--- config.mk ---
export PLATFORM = sky130hd
export DESIGN_NAME = seq_scan_ctrl_flat
export DESIGN_NICKNAME = d
export VERILOG_FILES = /design/src/rtl/seq_scan_ctrl_pkg.sv /design/src/rtl/seq_scan_ctrl_if.sv /design/src/rtl/seq_scan_ctrl_det.sv /design/src/rtl/seq_scan_ctrl.sv /design/src/flat_wrapper.sv
export SDC_FILE = /design/constraint.sdc
export NUM_CORES = 1
export LEC_CHECK = 0
export BUFFER_PORTS_ARGS = -buffer_cell sky130_fd_sc_hd__buf_2
export CORE_MARGIN = 10
export CORE_UTILIZATION = 55
export CTS_BUF_LIST = sky130_fd_sc_hd__clkbuf_4
export CTS_CLUSTER_SIZE = 30
export DETAILED_ROUTE_END_ITERATION = 12
export GPL_TIMING_DRIVEN = 0
export PLACE_DENSITY = 0.78
export SYNTH_ARGS = -nofsm -noshare
export SYNTH_HDL_FRONTEND = slang
export SYNTH_SLANG_ARGS = --single-unit
export TNS_END_PERCENT = 20
--- constraint.sdc ---
create_clock -name Clock -period 2 [get_ports Clock]
set_input_delay 0.3 -clock Clock [delete_from_list [all_inputs] [get_ports Clock]]
set_output_delay 0.3 -clock Clock [all_outputs]
set_load 0.05 [all_outputs]
--- src/rtl/seq_scan_ctrl_pkg.sv ---
`default_nettype none
// ============================================================================
//  Module   : seq_pkg
//  Purpose  : Shared types and constants for the 1101 scan controller slice.
//             - 3-bit state codes of the 1101 Moore detector (A..E)
//             - controller state type {IDLE, SHIFT, DRAIN, DONE}
//  Ports    : none (package)
//  Revision : 1.0 - initial release
// ============================================================================
package seq_pkg;

  localparam logic [2:0] ST_A = 3'b000;  // nothing matched
  localparam logic [2:0] ST_B = 3'b001;  // "1"
  localparam logic [2:0] ST_C = 3'b010;  // "11"
  localparam logic [2:0] ST_D = 3'b011;  // "110"
  localparam logic [2:0] ST_E = 3'b100;  // "1101" seen, z=1

  typedef enum logic [1:0] {
    IDLE  = 2'd0,
    SHIFT = 2'd1,
    DRAIN = 2'd2,
    DONE  = 2'd3
  } ctrl_state_t;

endpackage : seq_pkg
`default_nettype wire

--- src/rtl/seq_scan_ctrl_if.sv ---
`default_nettype none
// ============================================================================
//  Module   : seq_scan_ctrl_if
//  Purpose  : Word handshake and status bundle of the scan controller.
//  Signals  : Start, Data           producer -> controller
//             Ready, Busy, Bit, Hit,
//             Done, Count           controller -> status/readback
//  Modports : master (producer side), slave (controller side)
//  Revision : 1.0 - initial release
// ============================================================================
interface seq_scan_ctrl_if #(
  parameter int WIDTH = 16
) ();
  localparam int CNT_W = $clog2(WIDTH + 1);

  logic             Start;
  logic [WIDTH-1:0] Data;
  logic             Ready;
  logic             Busy;
  logic             Bit;
  logic             Hit;
  logic             Done;
  logic [CNT_W-1:0] Count;

  modport master (
    output Start, Data,
    input  Ready, Busy, Bit, Hit, Done, Count
  );

  modport slave (
    input  Start, Data,
    output Ready, Busy, Bit, Hit, Done, Count
  );
endinterface : seq_scan_ctrl_if
`default_nettype wire

--- src/rtl/seq_scan_ctrl_det.sv ---
`default_nettype none
// ============================================================================
//  Module   : seq1101_det
//  Purpose  : Moore detector for the overlapping bit pattern 1101.
//             z is high while the machine sits in state E.
//  Ports    : Clock  in  rising-edge clock
//             Resetn in  asynchronous active-low reset (to state A)
//             Clr    in  synchronous clear to state A (wins over En)
//             En     in  advance the state on this edge
//             w      in  serial input bit
//             z      out detection flag (state == E)
//  Revision : 1.0 - initial release
// ============================================================================
module seq1101_det
  import seq_pkg::*;
(
  input  wire logic Clock,
  input  wire logic Resetn,
  input  wire logic Clr,
  input  wire logic En,
  input  wire logic w,
  output logic      z
);

  logic [2:0] r_state;
  logic [2:0] w_next;

  always_comb begin
    w_next = ST_A;
    case (r_state)
      ST_A:    w_next = w ? ST_B : ST_A;
      ST_B:    w_next = w ? ST_C : ST_A;
      ST_C:    w_next = w ? ST_C : ST_D;
      ST_D:    w_next = w ? ST_E : ST_A;
      // After a match the trailing "1" is reused, so a 1 lands in C (overlap).
      ST_E:    w_next = w ? ST_C : ST_A;
      default: w_next = ST_A;
    endcase
  end

  always_ff @(posedge Clock or negedge Resetn) begin
    if (!Resetn) begin
      r_state <= ST_A;
    end else if (Clr) begin
      r_state <= ST_A;
    end else if (En) begin
      r_state <= w_next;
    end
  end

  assign z = (r_state == ST_E);

endmodule : seq1101_det
`default_nettype wire

--- src/rtl/seq_scan_ctrl.sv ---
`default_nettype none
// ============================================================================
//  Module   : seq_scan_ctrl
//  Purpose  : Accepts a parallel word over Start/Ready, shifts it MSB-first
//             into a private 1101 detector, counts the detections of that
//             word and pulses Done when Count is final.
//  Ports    : Clock  in  rising-edge clock
//             Resetn in  asynchronous active-low reset
//             bus    seq_scan_ctrl_if.slave:
//                    Start/Data in, Ready/Busy/Bit/Hit/Done/Count out
//  Config   : SEQ_SCAN_CHAIN_EN - when defined, detector state carries
//             across words; otherwise the detector is cleared on every
//             accepting edge.
//  Revision : 1.0 - initial release
// ============================================================================
module seq_scan_ctrl
  import seq_pkg::*;
#(
  parameter int WIDTH = 16
) (
  input  wire logic       Clock,
  input  wire logic       Resetn,
  seq_scan_ctrl_if.slave  bus
);

  localparam int CNT_W = $clog2(WIDTH + 1);
  localparam int IDX_W = $clog2(WIDTH);
  localparam logic [IDX_W-1:0] c_LAST_IDX = IDX_W'(WIDTH - 1);

  ctrl_state_t      r_state;
  logic [WIDTH-1:0] r_shreg;
  logic [IDX_W-1:0] r_idx;
  logic [CNT_W-1:0] r_count;
  logic             r_fed;
  logic             r_ready;
  logic             r_busy;
  logic             r_done;

  logic w_accept;
  logic w_en;
  logic w_clr;
  logic w_z;
  logic w_hit;

  // r_ready is high exactly in IDLE and DONE, so this is the accept condition.
  assign w_accept = bus.Start && r_ready;
  assign w_en     = (r_state == SHIFT);
  // z is only trusted after a fed bit; this masks a z left over from an
  // earlier word (chained mode) or sitting in E while idle.
  assign w_hit    = w_z && r_fed;

`ifdef SEQ_SCAN_CHAIN_EN
  assign w_clr = 1'b0;
`else
  assign w_clr = w_accept;
`endif

  seq1101_det u_det (
    .Clock  (Clock),
    .Resetn (Resetn),
    .Clr    (w_clr),
    .En     (w_en),
    .w      (r_shreg[WIDTH-1]),
    .z      (w_z)
  );

  always_ff @(posedge Clock or negedge Resetn) begin
    if (!Resetn) begin
      r_state <= IDLE;
      r_shreg <= '0;
      r_idx   <= '0;
      r_count <= '0;
      r_fed   <= 1'b0;
      r_ready <= 1'b1;
      r_busy  <= 1'b0;
      r_done  <= 1'b0;
    end else begin
      r_fed  <= w_en;
      r_done <= 1'b0;
      if (w_hit) begin
        r_count <= r_count + CNT_W'(1);
      end
      case (r_state)
        IDLE, DONE: begin
          if (w_accept) begin
            r_shreg <= bus.Data;
            r_idx   <= '0;
            r_count <= '0;
            r_state <= SHIFT;
            r_ready <= 1'b0;
            r_busy  <= 1'b1;
          end else begin
            r_state <= IDLE;
            r_ready <= 1'b1;
          end
        end
        SHIFT: begin
          r_shreg <= {r_shreg[WIDTH-2:0], 1'b0};
          r_idx   <= r_idx + IDX_W'(1);
          if (r_idx == c_LAST_IDX) begin
            r_state <= DRAIN;
          end
        end
        DRAIN: begin
          // One cycle lets z of the final bit reach Count before Done.
          r_state <= DONE;
          r_busy  <= 1'b0;
          r_ready <= 1'b1;
          r_done  <= 1'b1;
        end
        default: begin
          r_state <= IDLE;
          r_ready <= 1'b1;
          r_busy  <= 1'b0;
        end
      endcase
    end
  end

  assign bus.Ready = r_ready;
  assign bus.Busy  = r_busy;
  assign bus.Bit   = w_en & r_shreg[WIDTH-1];
  assign bus.Hit   = w_hit;
  assign bus.Done  = r_done;
  assign bus.Count = r_count;

endmodule : seq_scan_ctrl
`default_nettype wire

--- src/flat_wrapper.sv ---
// flat-port wrapper written by rule: the top's interface ports become plain ports
module seq_scan_ctrl_flat import seq_pkg::*;
#(
  parameter int WIDTH = 16
)
  (Clock, Resetn, bus_Start, bus_Data, bus_Ready, bus_Busy, bus_Bit, bus_Hit, bus_Done, bus_Count);
  seq_scan_ctrl_if #(.WIDTH(WIDTH)) bus_i ();
  input  wire logic Clock;
  input  wire logic Resetn;
  input wire logic [$bits(bus_i.Start)-1:0] bus_Start;
  input wire logic [$bits(bus_i.Data)-1:0] bus_Data;
  output wire logic [$bits(bus_i.Ready)-1:0] bus_Ready;
  output wire logic [$bits(bus_i.Busy)-1:0] bus_Busy;
  output wire logic [$bits(bus_i.Bit)-1:0] bus_Bit;
  output wire logic [$bits(bus_i.Hit)-1:0] bus_Hit;
  output wire logic [$bits(bus_i.Done)-1:0] bus_Done;
  output wire logic [$bits(bus_i.Count)-1:0] bus_Count;
  assign bus_i.Start = bus_Start;
  assign bus_i.Data = bus_Data;
  assign bus_Ready = bus_i.Ready;
  assign bus_Busy = bus_i.Busy;
  assign bus_Bit = bus_i.Bit;
  assign bus_Hit = bus_i.Hit;
  assign bus_Done = bus_i.Done;
  assign bus_Count = bus_i.Count;
  seq_scan_ctrl #(.WIDTH(WIDTH)) u_core (.Clock(Clock), .Resetn(Resetn), .bus(bus_i));
endmodule
---- Yosys cells after proc, flatten, opt, wreduce, memory -nomap -nowiden ----
Index checks and enable logic that the tools add are counted.
word-level totals
  memory bits (writable) .................. 0
  register bits after elaboration ......... 34
  memories kept ........................... 0
  logic and storage cells ................. 55
  bits in latches ......................... 0
  bits in read-only memories .............. 0
operators by class
  $add $sub $neg .......................... 2
  shift-type cells ........................ 0
  bitwise operators ....................... 1
  divide/modulo/power cells ............... 0
  reductions and logical operators ........ 11
  $lt $le $gt $ge ......................... 0
  equal/unequal tests ..................... 10
  $mul .................................... 0
  muxes and demuxes ....................... 22
operators with widths
  kind                                                                   number
  16-bit one-hot mux with 2 select lines                                 1
  16-bit two-way mux                                                     1
  5-bit two-way mux                                                      3
  3-bit one-hot mux with 4 select lines                                  1
  3-bit two-way mux                                                      3
  4-bit one-hot mux with 2 select lines                                  1
  3-bit by 2-bit equality test with 1-bit output, second input constant  2
  1-bit two-way mux                                                      6
  2-bit one-hot mux with 3 select lines                                  1
  2-bit nonzero test                                                     3
  5-bit by 1-bit adder with 5-bit output, second input constant          1
  4-bit by 1-bit adder with 4-bit output, second input constant          1
  2-bit equality test, second input constant                             2
  4-bit equality test, second input constant                             1
  2-bit two-way mux                                                      2
  4-bit two-way mux                                                      1
  2-bit inequality test, second input constant                           2
  1-bit one-hot mux with 2 select lines                                  2
  2-bit AND reduction                                                    2
  2-bit OR reduction                                                     2
  3-bit by 1-bit equality test with 1-bit output, second input constant  1
  3-bit equality test, second input constant                             1
  3-bit zero test                                                        1
  2-bit by 1-bit equality test with 1-bit output, second input constant  1
  3 further kinds                                                        4

---- Longest topological paths before layout ----
  depth after elaboration ................. 5
  depth in mapped cells ................... 7

---- By module ----
A second synthesis with hierarchy kept.
second synthesis, totals
  cell total of the unflattened synthesis .. 147
  area total of the unflattened synthesis .. 1788.0 µm²
by module, submodules not included
  module         area an instance (µm²)  seq. area each (µm²)  times used  cells each
  seq_scan_ctrl  1611.5                  777.0                 1           131
  seq1101_det    176.4                   75.1                  1           16

---- Worst setup path before layout ----
OpenSTA, ideal clock, no wires.
  kind .................................... register -> register
  start ................................... register u_core.r_state[0]
  end ..................................... register u_core.r_shreg[10]
  path buffers ............................ 2
  required time ........................... 1.875 ns
  cell stages (with the launch flop) ...... 8
  data arrival time ....................... 1.532 ns
  library setup time ...................... 0.125 ns
  clock period less this slack ............ 1.657 ns
  setup slack ............................. 0.343 ns
  cell sequence ........................... dfrtp_1 inv_1 ha_1 buf_4 nand3_2 nand2_2 buf_6 mux2_2
on the way
  longest elaborated chain between the ends .. 4
  elaborated cells on any way between the ends .. 8
RTL lines
  what                                                                                 RTL line             text
  start: declaration                                                                   seq_scan_ctrl.sv:30  ctrl_state_t r_state;
  start signal: assignment                                                             seq_scan_ctrl.sv:69  r_state <= IDLE;
  start signal: assignment                                                             seq_scan_ctrl.sv:89  r_state <= SHIFT;
  start signal: assignment                                                             seq_scan_ctrl.sv:93  r_state <= IDLE;
  2-bit equality test / 2-bit zero test (equally long branches)                        seq_scan_ctrl.sv:83  case (r_state)
  2-bit OR reduction                                                                   seq_scan_ctrl.sv:83
  2-bit inequality test (no source line) / 2-bit nonzero test (equally long branches)  n/a
  2-bit AND reduction (no source line)                                                 n/a
  end signal: assignment                                                               seq_scan_ctrl.sv:86  r_shreg <= bus.Data;
  end signal: assignment                                                               seq_scan_ctrl.sv:98  r_shreg <= {r_shreg[WIDTH-2:0], 1'b0};
  end: declaration                                                                     seq_scan_ctrl.sv:31  logic [WIDTH-1:0] r_shreg;
Several ways; a longest one is shown, not always the timed one.
A chain may end at the register's enable or synchronous reset.

---- Worst setup path in the final report ----
  start ................................... register u_core.r_state[1]
  end ..................................... output port bus_Bit
on the way
  longest elaborated chain between the ends .. 2
RTL lines
  what                                            RTL line                 text
  2-bit by 1-bit equality test with 1-bit output  seq_scan_ctrl.sv:47      assign w_en = (r_state == SHIFT);
  via u_core.u_det.En                             seq_scan_ctrl_det.sv:20  input wire logic En,
  1-bit bitwise AND                               seq_scan_ctrl.sv:122     assign bus.Bit = w_en & r_shreg[WIDTH-1];
  end: declaration                                flat_wrapper.sv:14       output wire logic [$bits(bus_i.Bit)-1:0] bus_Bit;
The timed path passes the listed nets, and every way through them passes these cells.

==> flow_summary.json <==
{
  "cp.required_ps": 1700,
  "drc": 0,
  "place_area_um2": 2010,
  "end_kind": "output pin",
  "final_cell_mix": "34 x mux2_2, 33 x dfrtp_1, 27 x buf_2",
  "dr.pass1.iters": 4,
  "cp_max_fo": 16,
  "power.density_nw_per_um2": 1450,
  "reg2reg_to": "u_core.r_shreg[14]",
  "slew_viol_final": 0,
  "finalClockSkew_ps": 9.98,
  "ys_seq_elements": 34,
  "cts.sinks": 34,
  "period_minus_slack_ps": 1890,
  "ys_seq_area_share_pct": 46.9,
  "io_pins": 29,
  "yosys.area.top_type_share_pct": 45.5,
  "final_hold_viol_count": 0,
  "critPathKind": "flop to output pin",
  "slew_headroom_pct": 51.0,
  "cts_tree": "done",
  "drtAntennaViolNets": 0,
  "cp-endpoint": "bus_Bit",
  "wirelength_um": 3570,
  "place_ws_ps": 178,
  "crit_start": "u_core.r_state[1]",
  "initial_core_util_pct": 58.5,
  "fin_crit_sh_pct": 94.4,
  "antennaDiodeCount": 0,
  "grt_usage_pct": 12.3,
  "htreeDepth": 2,
  "fin_ws_ps": 112,
  "num_rows": 20,
  "port_buffers": 28,
  "yosysUniqueCellTypes": 36,
  "die_area_um2": 6000,
  "rsz0062_at_grt": "no",
  "vdd_drop_max_v": 0.000827,
  "worstSkewPairLatency_ps": 340,
  "place_inst": 224,
  "syn_to_final_growth_pct": 13.6,
  "yosysTopAreaCell": "dfrtp_1",
  "nets": 210,
  "yosys_warnings": 0,
  "r2r_cells": 7,
  "max_freq_mhz": 530,
  "max-cap-violations": 0,
  "fin_area_um2": 2060,
  "synthesis.area_um2": 1820,
  "gp_congestion": 0.875,
  "start_kind": "flop",
  "hold_buffers": 0,
  "grt_pass1_vias": 1335,
  "setup_viol": 0,
  "cts_buffers": 5,
  "syn-num-nets": 176,
  "syn_area_per_cell_um2": 11.9,
  "drtIter0Drc": 64,
  "cp_data_arrival_time_ps": 1590,
  "syn_inst": 152,
  "vias": 1277,
  "grt_pass1_wl_um": 5980,
  "wl_per_cell_um": 15.5,
  "path_clk_slew_ps": 100,
  "grt_max_degree": 35,
  "antenna_found_initial": 0,
  "yosys-top-cells-area": "dfrtp_1 45%, mux2_2 21%, ha_1 3.4%",
  "cts_buffer_depth": 2,
  "grt-ovfl-total": 0,
  "min_path_type": "primary input to async pin",
  "dpl.hpwl_um": 2750,
  "post_drt_via_cell_ratio": 5.55,
  "cellLeakagePower_uw": 0.000930,
  "timing.rr.start": "u_core.r_state[0]",
  "stdcell_count": 230,
  "finalSetupTns_ps": 0,
  "final_common_cell": "mux2_2",
  "core_um2": 3100,
  "root_buffer": "clkbuf_4",
  "die-height_um": 77.5,
  "drive_gt1_share_pct": 43.0,
  "rrSetupSlack_ps": 150,
  "dieWidth_um": 77.5,
  "worst_pin_slew_ps": 736,
  "run_status": "complete, no violations"
}
==> final cells by class <==
class | instances | area [um^2]
repair buffers | 28 | 143
multi-input cells | 104 | 878
plain buffers | 5 | 52.6
flip-flops and latches | 34 | 852
inverters | 8 | 30.0
fillers | 247 | 1040
clock buffers | 7 | 52.6
well taps | 44 | 55.1
==> per-stage QoR <==
step / power, uW / hold WS, ps / util, %
after floorplan: 2320 / 4.41 / -
after global placement: 2550 / 398 / 64.8
after detailed placement: 2650 / 409 / 64.8
after CTS: 3020 / 43.2 / 66.5
after global routing: 3210 / 62.3 / 66.5
final: 3000 / 12.8 / 66.5
==> flip-flops by register name (all words and copies together), names as in the netlist <==
register              count
u_core.bus.Busy           1
u_core.bus.Count          5
u_core.bus.Done           1
u_core.bus.Ready          1
u_core.r_fed              1
u_core.r_idx              4
u_core.r_shreg           16
u_core.r_state            2
u_core.u_det.r_state      3
==> cell families after synthesis <==
family          Yosys count  synth area share (%)
simple gates             36                  12.8
compound gates           22                  7.24
flops                    34                  46.9
fa+ha+maj                 5                  3.45
buf+inv                  14                  4.82
xor+xnor                  3                  1.45
mux                      38                  23.3
==> worst min-delay path by stage <==
| stage | startpoint | endpoint | slack [ps] | depth (start not counted) |
|---|---|---|---|---|
| 3_3_place_gp | Resetn | u_core.r_fed | 400 | 1 |
| 4_1_cts | Resetn | u_core.r_fed | 40 | 1 |
| 2_1_floorplan | Resetn | u_core.bus.Busy | 4 | 0 |
| 3_5_place_dp | Resetn | u_core.r_fed | 410 | 1 |
| 5_1_grt | Resetn | u_core.r_fed | 60 | 1 |
| 6_report | Resetn | u_core.r_fed | 10 | 1 |
==> layer usage <==
metal / up-vias / wire length, um / share of wire, % / track usage, %
li1: 608 / - / - / -
met5: - / 0 / 0 / 0
met3: 8 / 245 / 6.9 / 4.26
met2: 41 / 1830 / 51 / 21.2
met4: 0 / 61 / 1.7 / 6.20
met1: 620 / 1430 / 40 / 13.0
==> cell usage after synthesis <==
| cell | n |
|---|---|
| a21boi_0 | 1 |
| a21o_1 | 1 |
| a21oi_1 | 8 |
| a22o_1 | 2 |
| and2_1 | 2 |
| and3_1 | 1 |
| buf_2 | 1 |
| buf_4 | 1 |
| buf_6 | 4 |
| dfrtp_1 | 33 |
| dfstp_2 | 1 |
| ha_1 | 5 |
| inv_1 | 8 |
| mux2_2 | 34 |
| mux2i_1 | 4 |
| nand2_1 | 6 |
| nand2_2 | 1 |
| nand2b_1 | 2 |
| nand2b_2 | 1 |
| nand3_1 | 5 |
| nand3_2 | 1 |
| nand3b_1 | 1 |
| nand4_1 | 1 |
| nand4b_1 | 4 |
| nand4bb_4 | 1 |
| nor2_1 | 4 |
| nor2b_1 | 1 |
| nor3_1 | 1 |
| o211ai_1 | 1 |
| o21a_1 | 1 |
| o21ai_0 | 7 |
| o311ai_0 | 1 |
| or2b_1 | 1 |
| or3_1 | 3 |
| xnor2_1 | 2 |
| xor2_1 | 1 |
==> where the power goes <==
group	internal (uW)	total (uW)	leakage (uW)	switching, uW
logic	753	1450	0.000473	694
clock network	160	378	0.0000322	219
registers	970	1170	0.000425	204
total	1880	3000	0.000930	1120
==> worst max-delay path, stage by stage (launching register included) <==
cell and delay [ps]:
dfrtp_1 400, inv_1 110, ha_2 220, buf_6 180, and2_1 150, buf_4 190
==> timing repair <==
item	4_1_cts	5_1_grt
gates resized for setup	2	0
buffers inserted	0	0
setup endpoints to repair	1	0
Note: power is estimated with default switching activity, not from simulation.
